### src/rtl/vga_timing_axis.sv
// vga_timing_axis: one axis of VGA timing (sync/back/active/front) with tick gating and cascadable wrap
module vga_timing_axis #(
  parameter int SYNC_PULSE = 96,
  parameter int BACK_PORCH = 48,
  parameter int ACTIVE = 640,
  parameter int FRONT_PORCH = 16,
  parameter bit SYNC_ACTIVE_LOW = 1'b1,
  parameter int ADDR_WIDTH = 10
) (
  input  logic                  clk,
  input  logic                  reset,
  input  logic                  tick,
  output logic                  sync,
  output logic                  active,
  output logic [ADDR_WIDTH-1:0] addr,
  output logic                  active_last,
  output logic                  wrap
);
  localparam int TOTAL = SYNC_PULSE + BACK_PORCH + ACTIVE + FRONT_PORCH;
  localparam int CW = $clog2(TOTAL);
  localparam logic [CW-1:0] SYNC_END = CW'(SYNC_PULSE - 1);
  localparam logic [CW-1:0] ACT_START = CW'(SYNC_PULSE + BACK_PORCH);
  localparam logic [CW-1:0] BACK_END = CW'(SYNC_PULSE + BACK_PORCH - 1);
  localparam logic [CW-1:0] ACT_END = CW'(SYNC_PULSE + BACK_PORCH + ACTIVE - 1);
  localparam logic [CW-1:0] LAST = CW'(TOTAL - 1);
  localparam logic [1:0] S_SYNC = 2'd0;
  localparam logic [1:0] S_BACK = 2'd1;
  localparam logic [1:0] S_ACTIVE = 2'd2;
  localparam logic [1:0] S_FRONT = 2'd3;

  if (2 ** ADDR_WIDTH < ACTIVE + 1) begin : g_bad_addr_width
    $error("vga_timing_axis: ADDR_WIDTH too small for ACTIVE");
  end

  logic [CW-1:0] count, count_nxt, rel;
  logic [1:0] state, state_nxt;

  // wrap is purely combinational so a downstream axis steps on the same edge
  assign wrap = tick && count == LAST;
  assign rel = count - ACT_START;

  always_comb begin
    count_nxt = !tick ? count : count == LAST ? '0 : count + CW'(1);
    state_nxt = !tick ? state :
                (state == S_SYNC && count == SYNC_END) ? S_BACK :
                (state == S_BACK && count == BACK_END) ? S_ACTIVE :
                (state == S_ACTIVE && count == ACT_END) ? S_FRONT :
                (state == S_FRONT && count == LAST) ? S_SYNC : state;
  end

  always_ff @(posedge clk) begin
    if (reset) begin
      count <= '0;
      state <= S_SYNC;
      sync <= SYNC_ACTIVE_LOW;
      active <= 1'b0;
      addr <= '1;
      active_last <= 1'b0;
    end else begin
      count <= count_nxt;
      state <= state_nxt;
      sync <= (state == S_SYNC) ? !SYNC_ACTIVE_LOW : SYNC_ACTIVE_LOW;
      active <= state == S_ACTIVE;
      addr <= (state == S_ACTIVE) ? ADDR_WIDTH'(rel) : '1;
      active_last <= state == S_ACTIVE && count == ACT_END;
    end
  end
endmodule

### config.mk
export PLATFORM = sky130hd
export DESIGN_NAME = vga_timing_axis
export DESIGN_NICKNAME = d
export VERILOG_FILES = /design/src/rtl/vga_timing_axis.sv
export SDC_FILE = /design/constraint.sdc
export NUM_CORES = 1
export LEC_CHECK = 0
export BUFFER_PORTS_ARGS = -buffer_cell sky130_fd_sc_hd__buf_2
export CAP_MARGIN = 20
export CELL_PAD_IN_SITES_DETAIL_PLACEMENT = 1
export CELL_PAD_IN_SITES_GLOBAL_PLACEMENT = 2
export CORE_MARGIN = 1.5
export CORE_UTILIZATION = 36
export CTS_BUF_LIST = sky130_fd_sc_hd__clkbuf_2
export CTS_CLUSTER_SIZE = 20
export DETAILED_ROUTE_END_ITERATION = 7
export PLACE_DENSITY_LB_ADDON = 0.3
export SYNTH_ARGS = -nofsm -noshare
export SYNTH_HDL_FRONTEND = slang
export SYNTH_SLANG_ARGS = --single-unit
### constraint.sdc
create_clock -name clk -period 1.9 [get_ports clk]
set_input_delay 0.38 -clock clk [delete_from_list [all_inputs] [get_ports clk]]
set_output_delay 0.38 -clock clk [all_outputs]
set_load 0.005 [all_outputs]
==> impl_metrics.ini, run 1 <==
[worst_setup_path]
slowest_delay_ns = 0.41
start_kind = flop
path_class = flop to primary output
cp_max_fo = 4
worst_ep_arrival_time_ns = 1.54
crit_family = simple AND/OR/NAND/NOR gates
timing.critical_path.buf_inv = 1
cp-end-kind = primary output
r2r.worst_path.cells = 8
startpoint = count[1]
r2r-end = state[1]
crit_end = wrap
critPathSlowestCell = dfxtp_2
cp.required_ns = 1.52
crit_chain = ha_4, nand4_1, nor4_4, buf_2
rrSetupSlack_ns = 0.14
cp.depth = 4
r2r-start = count[1]

[floorplanning]
ios = 17
die-width_um = 59.0
die_area_um2 = 3480
core_area_um2 = 3030
fp.dieH_um = 59.0
rows = 20
initial_core_util_pct = 37.3

[global_route]
grt_pass1_vias = 953
grt_pass1_wl_um = 4530
grt_overflow = 0
grt_max_degree = 16
grt_usage_pct = 17.8
antenna_found_initial = 0

[timing]
tightest_slew_ns = 0.537
fmax_ghz = 0.522
hold_viol_final = 0
finalCriticalPeriod_ns = 1.92
setup_violations = 1
slew_headroom_pct = 64.1
drv_slew = 0
worst_clock_skew_ns = 0.0209
setup_ws_ns = -0.0162
rsz0062_at_grt = true
fin_setup_tns_ns = -0.0162
period_share_pct = 101

[place]
detailed_place.area_um2 = 1250
dp_hpwl_um = 1800
io_buffers = 16
place_ws_ns = 0.131
gp_congestion = 0.793

[power_and_ir_drop]
swShare_pct = 25.2
powerDensity_nw_per_um2 = 585
p_clk_share_pct = 28.0
pwr-share-seq_pct = 66.4
pwr-share-comb_pct = 5.6
irDropWorstVdd_v = 0.000235
leakage_nw = 0.501
p_sw_mw = 0.204
internal-power_mw = 0.603

[yosys]
synth_cell_types = 34
synth_nets = 128
yosysSeqAreaShare_pct = 44.3
synth_top_area_cell = dfxtp_1
synth_area_leaders = dfxtp_1, ha_1, xnor2_1
synth_seq_cells = 25
syn_inst = 120
avgSynthCellArea_um2 = 9.42
syn_area_um2 = 1130
ys_warn_count = 0
netlist.area_leader.share_pct = 44.3

[routing]
drc = 0
wl_per_cell_um = 13.9
drt_wl_total_um = 2640
drt_iter0_markers = 13
ant_nets = 0
dr.pass1.iters = 4
vias_per_cell = 4.88
vias = 923

[status]
status = finished, violations left
failed_checks = setup timing

[clocking]
cts.sinks = 25
clockBufferDepth = 2
path_clk_slew_ns = 0.24
root_buffer = clkbuf_2
h-tree-depth = 1
cts_buffers = 3
clk_latency_ns = 0.37
cts_tree = built

[run]
cap_violations = 0

[final_layout]
antenna_cells = 0
layout-drive-gt1-share_pct = 34.5
nNetsFinal = 154
design_area_um2 = 1380
fin_util_pct = 45.5
syn_to_final_growth_pct = 22.0

[hold_path]
hold_class = input pin to flop
-- area by class of cell --
cell class | instances | area, µm²
sequential | 25 | 514
tap | 44 | 55.1
timing repair buffer | 29 | 178
clock inverter | 1 | 7.51
inverter | 4 | 15.0
clock buffer | 3 | 15.0
fill | 352 | 1650
multi-input combinational | 83 | 594
-- registers in the layout, summed over array words and instances (netlist names) --
| name | cells |
|---|---|
| state | 2 |
| count | 10 |
| active | 1 |
| addr | 10 |
| sync | 1 |
| active_last | 1 |
-- power groups by stage --
stage / Clock [mW] / Combinational, mW / Sequential (mW)
floorplan: 0 / 0.0219 / 0.546
global placement: 0 / 0.0297 / 0.547
detailed placement: 0 / 0.0316 / 0.548
CTS: 0.225 / 0.0434 / 0.536
global route: 0.259 / 0.0507 / 0.538
finish: 0.226 / 0.0449 / 0.536
-- cells in the mapped netlist --
| cell type | count |
|---|---|
| nor4_1 | 3 |
| o211ai_1 | 1 |
| or4_1 | 1 |
| and4_1 | 1 |
| mux2i_1 | 1 |
| nand3_1 | 4 |
| nor4_2 | 2 |
| buf_6 | 1 |
| or3_1 | 3 |
| or2_1 | 2 |
| nand4b_1 | 1 |
| nor2b_1 | 1 |
| a32o_2 | 1 |
| nor3_1 | 1 |
| ha_1 | 5 |
| nand4_1 | 4 |
| dfxtp_1 | 25 |
| a31oi_1 | 1 |
| nand2b_1 | 6 |
| buf_2 | 3 |
| inv_1 | 4 |
| xnor2_1 | 7 |
| nand2b_4 | 1 |
| nand4bb_1 | 1 |
| clkbuf_1 | 2 |
| o31ai_1 | 1 |
| o21ai_0 | 3 |
| or3_4 | 1 |
| buf_4 | 2 |
| nor2_1 | 11 |
| xor2_1 | 4 |
| nor3b_1 | 2 |
| o31a_1 | 2 |
| nand2_1 | 12 |
-- worst min path at each step --
| stage | startpoint | end | slack [ns] | depth (start not counted) |
|---|---|---|---|---|
| floorplan | count[4] | addr[4] | 0.45 | 1 |
| global placement | count[4] | addr[4] | 0.51 | 1 |
| detailed placement | count[4] | addr[4] | 0.51 | 1 |
| CTS | reset | state[0] | 0.24 | 2 |
| global route | reset | state[0] | 0.23 | 2 |
| finish | reset | state[0] | 0.25 | 2 |
-- cell usage in the layout, fill, tap and decap left out, types with 2 or more instances in the layout --
cell type,instances
nor3b_1,2
dfxtp_1,18
ha_1,3
nand4_1,4
clkbuf_2,3
o31a_1,2
nor2_1,11
nand3_1,4
or3_1,3
buf_2,16
nand2_1,11
xor2_1,4
dfxtp_2,5
o21ai_0,3
buf_4,13
nand2b_1,6
inv_1,3
xnor2_1,7
dfxtp_4,2
nor4_1,3
-- metal layers --
| metal | global-route usage (%) | share of wire (%) |
|---|---|---|
| met4 | 7.79 | 1.5 |
| met5 | 0 | 0 |
| met2 | 30.2 | 51 |
| met3 | 2.62 | 3.1 |
| met1 | 22.3 | 45 |
-- cell families (layout without fill, tap and decap cells) --
group           count (synthesis)  count (layout)  share of synthesized area (%)
buf+inv                        12              37                           5.65
compound gates                  9               9                           5.76
flops                          25              25                           44.3
simple gates                   57              57                           29.3
mux                             1               1                          0.886
fa+ha+maj                       5               5                           5.54
xor+xnor                       11              11                           8.53
-- per-stage QoR --
stage               power [mW]  hold WS, ns  instances
finish                   0.807        0.251        189
global route             0.847        0.231        189
CTS                      0.804        0.241        189
detailed placement       0.579        0.514        177
global placement         0.577        0.506        177
floorplan                0.568        0.449        120
-- repair_timing --
action	CTS	global route
pin swaps	2	3
setup endpoints to repair	1	11
gates resized for setup	12	4
buffers inserted	8	1
hold buffers	0	0
Power figures use the tool's default switching activity.
==> run 2, diff against run 1 <==
Settings changed: CELL_PAD_IN_SITES_DETAIL_PLACEMENT 1 to unset, CELL_PAD_IN_SITES_GLOBAL_PLACEMENT 2 to unset, CORE_UTILIZATION 36 to 47.
==> run 2 against run 1 <==
Net effect: the run still ends with setup timing left; sequential power barely moved; power fell by 2.6%; critical path depth stayed put; clock power decreased by 7%; critical path type unchanged; highest routed layer unchanged.
==> impl_metrics.ini, run 2 (same netlist as run 1, synthesis figures left out) <==
[status]
status = finished, violations left
failed_checks = setup timing

[clocking]
path_clk_slew_ns = 0.23
h-tree-depth = 1
clk_latency_ns = 0.35
root_buffer = clkbuf_2
cts_tree = built
cts_hold_buf = 0
cts.sinks = 25
cts_buffers = 3
clockBufferDepth = 2

[timing]
drv_slew = 0
worst_clock_skew_ns = 0.0137
period_share_pct = 102
holdWs_ns = 0.262
setup_violations = 1
fmax_ghz = 0.516
rsz0062_at_grt = true
hold_viol_final = 0
slew_headroom_pct = 66.1
setup_ws_ns = -0.0389
tightest_slew_ns = 0.508
finalCriticalPeriod_ns = 1.94

[final_layout]
antenna_cells = 0
final_cell_mix = dfxtp_1, buf_2, nand2_1, buf_4, nor2_1
layout-drive-gt1-share_pct = 31.9
final_common_cell = dfxtp_1
nNetsFinal = 153
reg_top3 = addr: 10 flops, count: 10 flops, state: 2 flops
syn_to_final_growth_pct = 19.0

[place]
gp_congestion = 0.806
io_buffers = 16
dp_hpwl_um = 1470
place_ws_ns = 0.158

[worst_setup_path]
cp_max_fo = 4
worst_ep_arrival_time_ns = 1.56
cp-end-kind = primary output
cp.required_ns = 1.52
path_class = flop to primary output
start_kind = flop

[floorplanning]
die_area_um2 = 2710
die-width_um = 52.0
initial_core_util_pct = 50.6
rows = 17
fp.dieH_um = 52.0
ios = 17
core_area_um2 = 2230

[global_route]
grt_most_used_layer = met2
use_met1_pct = 22.2
grt_pass1_vias = 865
grt_usage_pct = 18.6
grt_overflow = 0
grt_max_degree = 14
antenna_found_initial = 0
met3_usage_pct = 2.87
use_met2_pct = 31.0
grt_pass1_wl_um = 3680

[power_and_ir_drop]
leakage_nw = 0.496
powerDensity_nw_per_um2 = 584
post-layout-total-power_mw = 0.786
irDropWorstVdd_v = 0.000448

[routing]
ant_nets = 0
drt_iter0_markers = 18
wl_per_cell_um = 13.2
drt_wl_total_um = 2270
vias_per_cell = 5.34
dr.pass1.iters = 4
drc = 0
vias = 919

[run]
cap_violations = 0

[hold_path]
hold_class = input pin to flop
## run 2: path summary, 6_finish.rpt
kind	end	cells past startpoint	start	slack [ns]
worst max-delay path	wrap	4	count[1]	-0.04
worst min register to register	addr[3]	1	count[3]	0.55
worst max register to register	count[9]	6	count[1]	0.24
worst min-delay path	active_last	2	reset	0.26
## run 2: per-stage QoR
stage	utilization, %	instance area, µm²	setup TNS [ns]	instances
after floorplan	-	1130	0	120
after global placement	54.9	1230	0	160
after detailed placement	54.9	1230	0	160
after CTS	59.3	1330	0	170
after global routing	60.2	1350	-0.132	172
final	60.2	1350	-0.0389	172
## run 2: power by group
group	internal (mW)	total [mW]	switching (mW)
sequential	0.529	0.535	0.00575
combinational	0.0198	0.0394	0.0196
clock	0.0556	0.211	0.156
total	0.605	0.786	0.181
## run 2: repair_timing
item	4_1_cts	5_1_grt
setup buffers	6	2
endpoints found under the setup margin	1	1
gates resized for setup	11	3
pin swaps	2	2
## run 2: area by class of cell
cell class,count,area [µm²]
sequential,25,515
clock buffer,4,20.0
tap,28,35.0
timing repair buffer,28,170
inverter,4,15.0
multi-input combinational,83,589
fill,207,888
## run 2: critical path: stages, from the launching register on
cell and delay, ns:
dfxtp_4 0.42, ha_4 0.14, nand4_1 0.16, nor4_4 0.33, buf_2 0.16
## run 2: per-layer routing
layer | wire (µm) | share of wire, %
met2 | 1120 | 49
met5 | 0 | 0
met3 | 65 | 2.9
met4 | 62 | 2.7
met1 | 1020 | 45
==> run 3, diff against run 2 <==
Settings changed: ABC_AREA set to 1.
==> run 3 against run 2 <==
Net effect: the run now ends clean; critical path depth is 3 higher; register-to-register slack better by 0.13 ns; routed wire length is 0.79% lower; maximum frequency is 7.5% higher; clock-buffer cell count is 1 lower; area after synthesis is 1.4% lower; global-route usage is 1.3 points lower; via count is 5.8% higher; sequential power hardly changed; design area is 0.74% lower; non-clock buffer count is 7 lower; synthesized cell count is 22% higher.
==> impl_metrics.ini, run 3 <==
[status]
status = completed

[global_route]
grt_pass1_vias = 834
grt_overflow = 0
grt_pass1_wl_um = 3440
grt_usage_pct = 17.3
antenna_found_initial = 0
grt_max_degree = 15

[run]
cap_violations = 0

[clocking]
clk_latency_ns = 0.34
cts_hold_buf = 0
cts_buffers = 3
cts_tree = built
cts.sinks = 25
root_buffer = clkbuf_2
h-tree-depth = 1
clockBufferDepth = 2
path_clk_slew_ns = 0.25

[worst_setup_path]
start_kind = flop
slowest_delay_ns = 0.42
r2r.worst_path.cells = 9
crit_family = flip-flops
cp_max_fo = 5
timing.critical_path.buf_inv = 3
critPathSlowestCell = dfxtp_4
worst_ep_arrival_time_ns = 1.42
cp-end-kind = primary output
path_class = flop to primary output
cp.required_ns = 1.52
cp.depth = 7
crit_chain = inv_4, ha_4, inv_1, nor2_2, nand2_2, nor2_1, buf_2

[place]
io_buffers = 16
dp_hpwl_um = 1580
gp_congestion = 0.866
detailed_place.area_um2 = 1230

[timing]
fin_setup_tns_ns = 0
tightest_slew_ns = 0.337
worst_clock_skew_ns = 0.0231
period_share_pct = 94.9
slew_headroom_pct = 77.5
finalCriticalPeriod_ns = 1.80
drv_slew = 0
setup_violations = 0
fmax_ghz = 0.555
hold_viol_final = 0

[yosys]
netlist.area_leader.share_pct = 44.9
synth_nets = 154
synth_top_area_cell = dfxtp_1
avgSynthCellArea_um2 = 7.63
syn_inst = 146
syn_area_um2 = 1110
yosysMostFrequentCell = nand2_1
yosysSeqAreaShare_pct = 44.9
synth.top_cells.by_count = nand2_1, dfxtp_1, nor2_1
synth_cell_types = 26
async_reset_ff_share_pct = 0
synth_area_leaders = dfxtp_1, nand2_1, nor2_1
ys_warn_count = 0
synthFlopType = dfxtp_1
synth_seq_cells = 25
synth_edf_count = 0

[floorplanning]
rows = 17
ios = 17
core_area_um2 = 2230
initial_core_util_pct = 49.9
die-width_um = 51.7
fp.dieH_um = 51.7
die_area_um2 = 2670

[routing]
dr.pass1.iters = 4
drt_iter0_markers = 20
wl_per_cell_um = 11.4
vias_per_cell = 4.93
ant_nets = 0
vias = 972
drc = 0
drt_wl_total_um = 2250

[power_and_ir_drop]
leakage_nw = 0.577
irDropWorstVdd_v = 0.000583
powerDensity_nw_per_um2 = 582
post-layout-total-power_mw = 0.778

[final_layout]
fill_cells = 203
reg_top3 = addr: 10 flops, count: 10 flops, state: 2 flops
final_common_cell = nand2_1
syn_to_final_growth_pct = 19.9
nNetsFinal = 178
antenna_cells = 0
area.sequential_um2 = 510
design_area_um2 = 1340
multi_input_area_um2 = 574
layout-drive-gt1-share_pct = 26.6
final_cell_mix = nand2_1, dfxtp_1, nor2_1, buf_2, inv_1

[hold_path]
hold_class = input pin to flop
holdPathStages = 2
-- run 3: changes by cell type after synthesis, moves of 5 or more --
cell,change
nand3_1,+5
a21oi_1,+6
nand2_1,+26
inv_1,+12
xnor2_1,-7
nand2b_1,-6
nor2_1,+9
-- run 3: cells by family (layout without fill, tap and decap cells) --
kind of cell | Yosys count | in the layout | share of synthesized area, %
AND/OR/NAND/NOR | 77 | 77 | 31.1
adder cells (fa/ha/maj) | 5 | 5 | 5.62
flip-flops | 25 | 25 | 44.9
buffers and inverters | 22 | 45 | 7.53
AO/OA/AOI/OAI | 13 | 13 | 7.64
XOR/XNOR | 4 | 4 | 3.15
-- run 3: what timing repair did --
action | in CTS | in global routing
setup endpoints to repair | 1 | 1
pin swaps | 0 | 4
buffers inserted | 0 | 4
gates resized for setup | 4 | 12
-- run 3: final timing paths --
kind | from | end | slack [ns]
worst max-delay path | count[5] | wrap | 0.1
worst min-delay path | reset | active_last | 0.24
worst max register to register | count[4] | state[1] | 0.37
worst min register to register | count[4] | addr[4] | 0.48
-- run 3: area by class of cell --
cell class	instances	share of cell area (%)
Tap cell	28	2.62
Clock inverter	1	0.375
Sequential cell	25	38.2
Timing Repair Buffer	21	8.81
Inverter	20	5.81
Multi-Input combinational cell	99	43.0
Clock buffer	3	1.12
-- run 3: layer usage --
layer	vias up	part of all wire, %	track usage, %
met1	442	46	23.1
met4	0	1.8	9.21
met2	21	48	26.7
met3	4	3.7	2.87
met5	-	0	0
li1	505	-	-
-- run 3: worst reg2reg max path, delay by kind of cell (launching register included) --
kind / cells / cell delay [ns]
DFF: 1 / 0.46
and+or+nand+nor: 6 / 0.52
AOI/OAI and AO/OA: 1 / 0.14
buffers and inverters: 1 / 0.12
adders and majority gates: 1 / 0.23
-- run 3: stage by stage --
stage	hold WS, ns	setup WS (ns)	instances	util [%]
CTS	0.240	0.000723	193	56.1
global route	0.223	-0.0204	197	59.8
finish	0.243	0.0971	197	59.8
global placement	0.459	0.419	189	55.0
detailed placement	0.466	0.356	189	55.0
floorplan	0.435	0.540	146	-
-- run 3: power breakdown --
part	leakage, nW	total, mW	switching [mW]	internal [mW]
registers	0.205	0.535	0.00538	0.530
clock network	0.0164	0.205	0.157	0.0477
logic	0.356	0.0373	0.0234	0.0139
